### src/rtl/sorted_word_serializer_if.sv
// Handshake bundle between the bubble sorter, the serializer and the consumer.
//   din/din_vld/din_rdy            : packed 8-word frame in, valid/ready
//   dout/dout_vld/dout_rdy/dout_last : one word per beat out, valid/ready, end-of-frame
// Modports:
//   slave  - the serializer's view (takes frames, produces words)
//   master - the surrounding logic's view (offers frames, consumes words)
interface sorted_word_serializer_if #(
  parameter int BITWIDTH = 3
);
  logic [8*BITWIDTH-1:0] din;
  logic                  din_vld;
  logic                  din_rdy;
  logic [BITWIDTH-1:0]   dout;
  logic                  dout_vld;
  logic                  dout_rdy;
  logic                  dout_last;

  modport slave (
    input  din, din_vld, dout_rdy,
    output din_rdy, dout, dout_vld, dout_last
  );

  modport master (
    output din, din_vld, dout_rdy,
    input  din_rdy, dout, dout_vld, dout_last
  );
endinterface

### src/rtl/sorted_word_serializer.sv
// sorted_word_serializer
//   Captures the sorter's packed 8-word result in one cycle and streams it out
//   one word per accepted beat, flagging the 8th word of each frame.
// Parameters:
//   BITWIDTH - width of one word
//   ASCEND   - 1: smallest first (slice 7 -> 0); 0: largest first (slice 0 -> 7)
// Ports:
//   clk       - rising-edge clock
//   resetn    - asynchronous active-low reset
//   bus       - slave side of the frame-in / word-out handshake bundle
//   frame_cnt - frames fully emitted since reset, wraps 255 -> 0
module sorted_word_serializer #(
  parameter int BITWIDTH = 3,
  parameter int ASCEND   = 1
) (
  input  logic                        clk,
  input  logic                        resetn,
  sorted_word_serializer_if.slave     bus,
  output logic [7:0]                  frame_cnt
);

  typedef enum logic {
    IDLE,
    STREAM
  } state_t;

  state_t                state_q, state_d;
  logic [2:0]            idx_q, idx_d;
  logic [8*BITWIDTH-1:0] frame_q, frame_d;
  logic [BITWIDTH-1:0]   dout_q, dout_d;
  logic                  last_q, last_d;
  logic [7:0]            cnt_d;

  logic                  beat_ok;
  logic                  din_rdy_c;
  logic                  capture;
  logic [2:0]            idx_inc;

  // Word emitted at beat position pos, honouring the emit order.
  function automatic logic [BITWIDTH-1:0] word_at(
    input logic [8*BITWIDTH-1:0] frame,
    input logic [2:0]            pos
  );
    logic [2:0] slot;
    slot = (ASCEND != 0) ? (3'd7 - pos) : pos;
    return frame[slot*BITWIDTH +: BITWIDTH];
  endfunction

  always_ff @(posedge clk or negedge resetn) begin
    if (!resetn) begin
      state_q   <= IDLE;
      idx_q     <= '0;
      frame_q   <= '0;
      dout_q    <= '0;
      last_q    <= 1'b0;
      frame_cnt <= '0;
    end else begin
      state_q   <= state_d;
      idx_q     <= idx_d;
      frame_q   <= frame_d;
      dout_q    <= dout_d;
      last_q    <= last_d;
      frame_cnt <= cnt_d;
    end
  end

  // dout/dout_last are registered, so the next beat's word is looked up here
  // and loaded at the same edge that advances idx. A capture on the final
  // beat overrides the drop back to IDLE, giving bubble-free back-to-back frames.
  always_comb begin
    state_d   = state_q;
    idx_d     = idx_q;
    frame_d   = frame_q;
    dout_d    = dout_q;
    last_d    = last_q;
    cnt_d     = frame_cnt;

    beat_ok   = (state_q == STREAM) && bus.dout_rdy;
    din_rdy_c = (state_q == IDLE) || (beat_ok && last_q);
    capture   = bus.din_vld && din_rdy_c;
    idx_inc   = idx_q + 3'd1;

    if (beat_ok) begin
      if (last_q) begin
        cnt_d   = frame_cnt + 8'd1;
        state_d = IDLE;
        idx_d   = '0;
        dout_d  = '0;
        last_d  = 1'b0;
      end else begin
        idx_d   = idx_inc;
        dout_d  = word_at(frame_q, idx_inc);
        last_d  = (idx_inc == 3'd7);
      end
    end

    if (capture) begin
      state_d = STREAM;
      idx_d   = '0;
      frame_d = bus.din;
      dout_d  = word_at(bus.din, 3'd0);
      last_d  = 1'b0;
    end
  end

  assign bus.din_rdy   = din_rdy_c;
  assign bus.dout      = dout_q;
  assign bus.dout_vld  = (state_q == STREAM);
  assign bus.dout_last = last_q;

endmodule

### src/flat_wrapper.sv
// flat-port wrapper written by rule: the top's interface ports become plain ports
module sorted_word_serializer_flat 
#(
  parameter int BITWIDTH = 3,
  parameter int ASCEND   = 1
)
  (clk, resetn, frame_cnt, bus_din, bus_din_vld, bus_dout_rdy, bus_din_rdy, bus_dout, bus_dout_vld, bus_dout_last);
  sorted_word_serializer_if #(.BITWIDTH(BITWIDTH)) bus_i ();
  input  logic clk;
  input  logic resetn;
  output logic [7:0] frame_cnt;
  input wire logic [$bits(bus_i.din)-1:0] bus_din;
  input wire logic [$bits(bus_i.din_vld)-1:0] bus_din_vld;
  input wire logic [$bits(bus_i.dout_rdy)-1:0] bus_dout_rdy;
  output wire logic [$bits(bus_i.din_rdy)-1:0] bus_din_rdy;
  output wire logic [$bits(bus_i.dout)-1:0] bus_dout;
  output wire logic [$bits(bus_i.dout_vld)-1:0] bus_dout_vld;
  output wire logic [$bits(bus_i.dout_last)-1:0] bus_dout_last;
  assign bus_i.din = bus_din;
  assign bus_i.din_vld = bus_din_vld;
  assign bus_i.dout_rdy = bus_dout_rdy;
  assign bus_din_rdy = bus_i.din_rdy;
  assign bus_dout = bus_i.dout;
  assign bus_dout_vld = bus_i.dout_vld;
  assign bus_dout_last = bus_i.dout_last;
  sorted_word_serializer #(.BITWIDTH(BITWIDTH), .ASCEND(ASCEND)) u_core (.clk(clk), .resetn(resetn), .bus(bus_i), .frame_cnt(frame_cnt));
endmodule
### config.mk
export PLATFORM = sky130hd
export DESIGN_NAME = sorted_word_serializer_flat
export DESIGN_NICKNAME = d
export VERILOG_FILES = /design/src/rtl/sorted_word_serializer_if.sv /design/src/rtl/sorted_word_serializer.sv /design/src/flat_wrapper.sv
export SDC_FILE = /design/constraint.sdc
export NUM_CORES = 1
export LEC_CHECK = 0
export ABC_AREA = 1
export BUFFER_PORTS_ARGS = -buffer_cell sky130_fd_sc_hd__buf_2
export CELL_PAD_IN_SITES_DETAIL_PLACEMENT = 0
export CELL_PAD_IN_SITES_GLOBAL_PLACEMENT = 2
export CORE_MARGIN = 2
export CORE_UTILIZATION = 30
export CTS_BUF_LIST = sky130_fd_sc_hd__clkbuf_8
export CTS_CLUSTER_DIAMETER = 30
export DETAILED_ROUTE_END_ITERATION = 7
export PLACE_DENSITY = 0.88
export SLEW_MARGIN = 20
export SYNTH_ARGS = -nofsm -noshare
export SYNTH_HDL_FRONTEND = slang
export SYNTH_SLANG_ARGS = --single-unit
### constraint.sdc
create_clock -name clk -period 1.65 [get_ports clk]
set_clock_uncertainty 0.05 [all_clocks]
set_input_delay 0 -clock clk [delete_from_list [all_inputs] [get_ports clk]]
set_output_delay 0 -clock clk [all_outputs]
set_load 0.005 [all_outputs]
==> run_results.csv <==
group,metric,value,unit
run_status,status,"finished, final reports clean",
detailed_routing,drt_pre_antenna_iters,4,
clocking,htreeDepth,2,
global_route,antenna_found_initial,0,
die,die_y,85.15,microns
clocking,clock_latency,0.29,ns
yosys,synth.avg_cell_area,8.407,sq um
sta,grt_setup_unrepaired,"false",
global_route,grt_pass1_vias,1726,
die,fp.dieW,85.15,microns
die,die-area,7251,sq um
clocking,numCtsBuffers,5,
sta,slew_headroom,0.7424,
placement,portBuffers,41,
clocking,clockBufferDepth,2,
cells_and_area,fin_nets,338,
yosys,synth_area,1976,sq um
clocking,cts_root_buf,"clkbuf_8",
yosys,synth_top_family_by_area,"simple AND/OR/NAND/NOR gates",
yosys,synthAdderAreaFrac,0.01900,
placement,placed_cells,352,
sta,finalCritPeriodShare,0.8741,
critical_path,crit_path_end_kind,"flip-flop",
die,num_rows,29,
placement,hpwl,3203,microns
cells_and_area,area_growth_syn_to_layout,33.25,%
power,power_density,1598,nW/um^2
sta,fmax,693.3,MHz
sta,finalMaxSlewViolations,0,
clocking,post-cts-setup-buffers,0,
yosys,synthMuxAreaShare,0,
sta,setup_viol_count_final,0,
yosys,ys_seq_area_frac,0.5066,
job,cap_violations,0,
die,start_util,0.3111,
placement,gp_congestion,0.7725,
yosys,syn_nets,266,
die,io_pins,42,
cells_and_area,fin_cells,385,
detailed_routing,drt-wirelength-per-cell,11.43,microns
sta,min_period,1.442,ns
sta,hold_slack,0.02583,ns
critical_path,cp.required,1.79,ns
yosys,ys_ff_latch,40,
clocking,tritoncts,"done",
sta,worst_pin_slew,0.3864,ns
clocking,cts_sinks,40,
yosys,synth_compound_area_frac,0.07536,
yosys,synth_xor_xnor_area_share,0.03547,
global_route,grtUsageTotal,0.1388,
power,total_power,4.208,mW
critical_path,crit_fanout,5,
sta,setup_tns,0,ns
yosys,synth.distinct_cells,22,
yosys,synth_cells,235,
critical_path,crit_arrival,1.58,ns
detailed_routing,antenna_left,0,
worst_hold_path,min_path_type,"primary input to flip-flop",
power,cellLeakagePower,1.379,nW
cells_and_area,drive_above_1_share,0.2565,
critical_path,path_class,"flip-flop to flip-flop",
detailed_routing,finalWirelength,4399,microns
critical_path,reg2regPathDepth,7,
worst_hold_path,hold_depth,3,
yosys,synth.area.top_cells,"dfrtp_1, nand2_1, nand3_1",
yosys,yosysTopAreaCellShare,0.5066,
global_route,grt_pass1_wl,8031,microns
critical_path,crit_path_start_kind,"flip-flop",
detailed_routing,via_per_inst,4.387,
detailed_routing,num_vias,1689,
detailed_routing,drc,0,
die,core_area,6350,sq um
sta,hold_violations,0,
yosys,yosys.area_share.simple,0.2698,
clocking,clk_pin_slew_worst_paths,0.08,ns
yosys,synth_top_area_cell,"dfrtp_1",
cells_and_area,diodes,0,
global_route,grt_max_degree,26,
power,peakVddDrop,584.6,uV
yosys,yosys_warnings,0,
detailed_routing,drtIter0Drc,91,
global_route,overflow,0,
## synthesized netlist by cell type, drive strengths merged
master,count
nand4,3
a31o,1
xnor2,4
buf,8
nor2,14
clkinv,1
xor2,4
ha,3
o21ai,22
inv,28
o211ai,1
dfrtp,40
nand2,85
nand3,21
## cell families (layout without fill, tap and decap cells)
group,count (synthesis),count (layout)
fa+ha+maj,3,3
xor+xnor,8,8
buf+inv,37,110
simple gates,123,123
compound gates,24,24
flops,40,40
## cells in the final DEF, fill, tap and decap left out, types with 2 or more instances in the layout
| master | instances |
|---|---|
| buf_2 | 41 |
| buf_4 | 6 |
| clkbuf_8 | 5 |
| dfrtp_1 | 40 |
| dlygate4sd3_1 | 25 |
| ha_1 | 3 |
| inv_1 | 25 |
| inv_2 | 3 |
| nand2_1 | 76 |
| nand2_2 | 8 |
| nand3_1 | 20 |
| nand4_1 | 3 |
| nor2_1 | 12 |
| nor2_2 | 2 |
| o21ai_0 | 2 |
| o21ai_1 | 14 |
| o21ai_2 | 6 |
| xnor2_1 | 4 |
| xor2_1 | 4 |
## critical path: stages, from the launching register on
cell and delay (ns):
dfrtp_1 0.39, inv_2 0.05, ha_1 0.37, buf_4 0.19, nand3_1 0.07, nand3_1 0.07, nand3_1 0.09, nand2_1 0.05
## worst paths after layout
kind	to	from	slack, ns
worst max-delay path	u_core.bus.dout[1]	u_core.idx_q[0]	0.21
worst min-delay path	u_core.frame_cnt[0]	bus_dout_rdy	0.03
worst max register to register	u_core.bus.dout[1]	u_core.idx_q[0]	0.21
worst min register to register	u_core.frame_q[20]	u_core.frame_q[20]	0.43
max in group asynchronous	u_core.frame_q[17]	resetn	0.91
min in group asynchronous	u_core.bus.dout_last	resetn	0.11
## metal layers
metal,routed length (microns),part of all wire,track usage
met1,2066,0.47,0.1801
met2,2081,0.47,0.2337
met3,191,0.043,0.03210
met4,59,0.013,0.03608
met5,0,0,0
## metrics by stage
stage                     utilization  setup WS (ns)  area (sq um)
after floorplan                     -        0.09286          1976
after global placement         0.3576         0.1636          2271
after detailed placement       0.3576         0.1387          2271
after CTS                      0.4146         0.1278          2633
after global routing           0.4146        0.07506          2633
final                          0.4146         0.2077          2633
## cell type report
class                      count  area [sq um]
clock buffer                   5         68.82
clock inverter                 3         42.54
timing repair buffer          73         520.5
inverter                      29         113.9
multi-input combinational    158         789.5
fill                         668          3717
tap                           77         96.34
sequential                    40          1001
## sequential cells by signal, summed over array words and instances (netlist names)
| name | cells |
|---|---|
| u_core.idx_q | 3 |
| u_core.bus.dout_last | 1 |
| u_core.frame_q | 24 |
| u_core.bus.dout | 3 |
| u_core.bus.dout_vld | 1 |
| u_core.frame_cnt | 8 |
## report_power, final
group	internal, mW	switching, mW	total (mW)
registers	1.39	0.199	1.59
clock network	0.448	0.354	0.801
logic	0.762	1.06	1.82
total	2.60	1.61	4.21
## timing repair
| action | 4_1_cts | 5_1_grt |
|---|---|---|
| endpoints found under the hold margin | 67 | 0 |
| gates resized for setup | 0 | 1 |
| setup endpoints to repair | 0 | 1 |
| hold buffers | 25 | 0 |
Power figures use the tool's default switching activity.
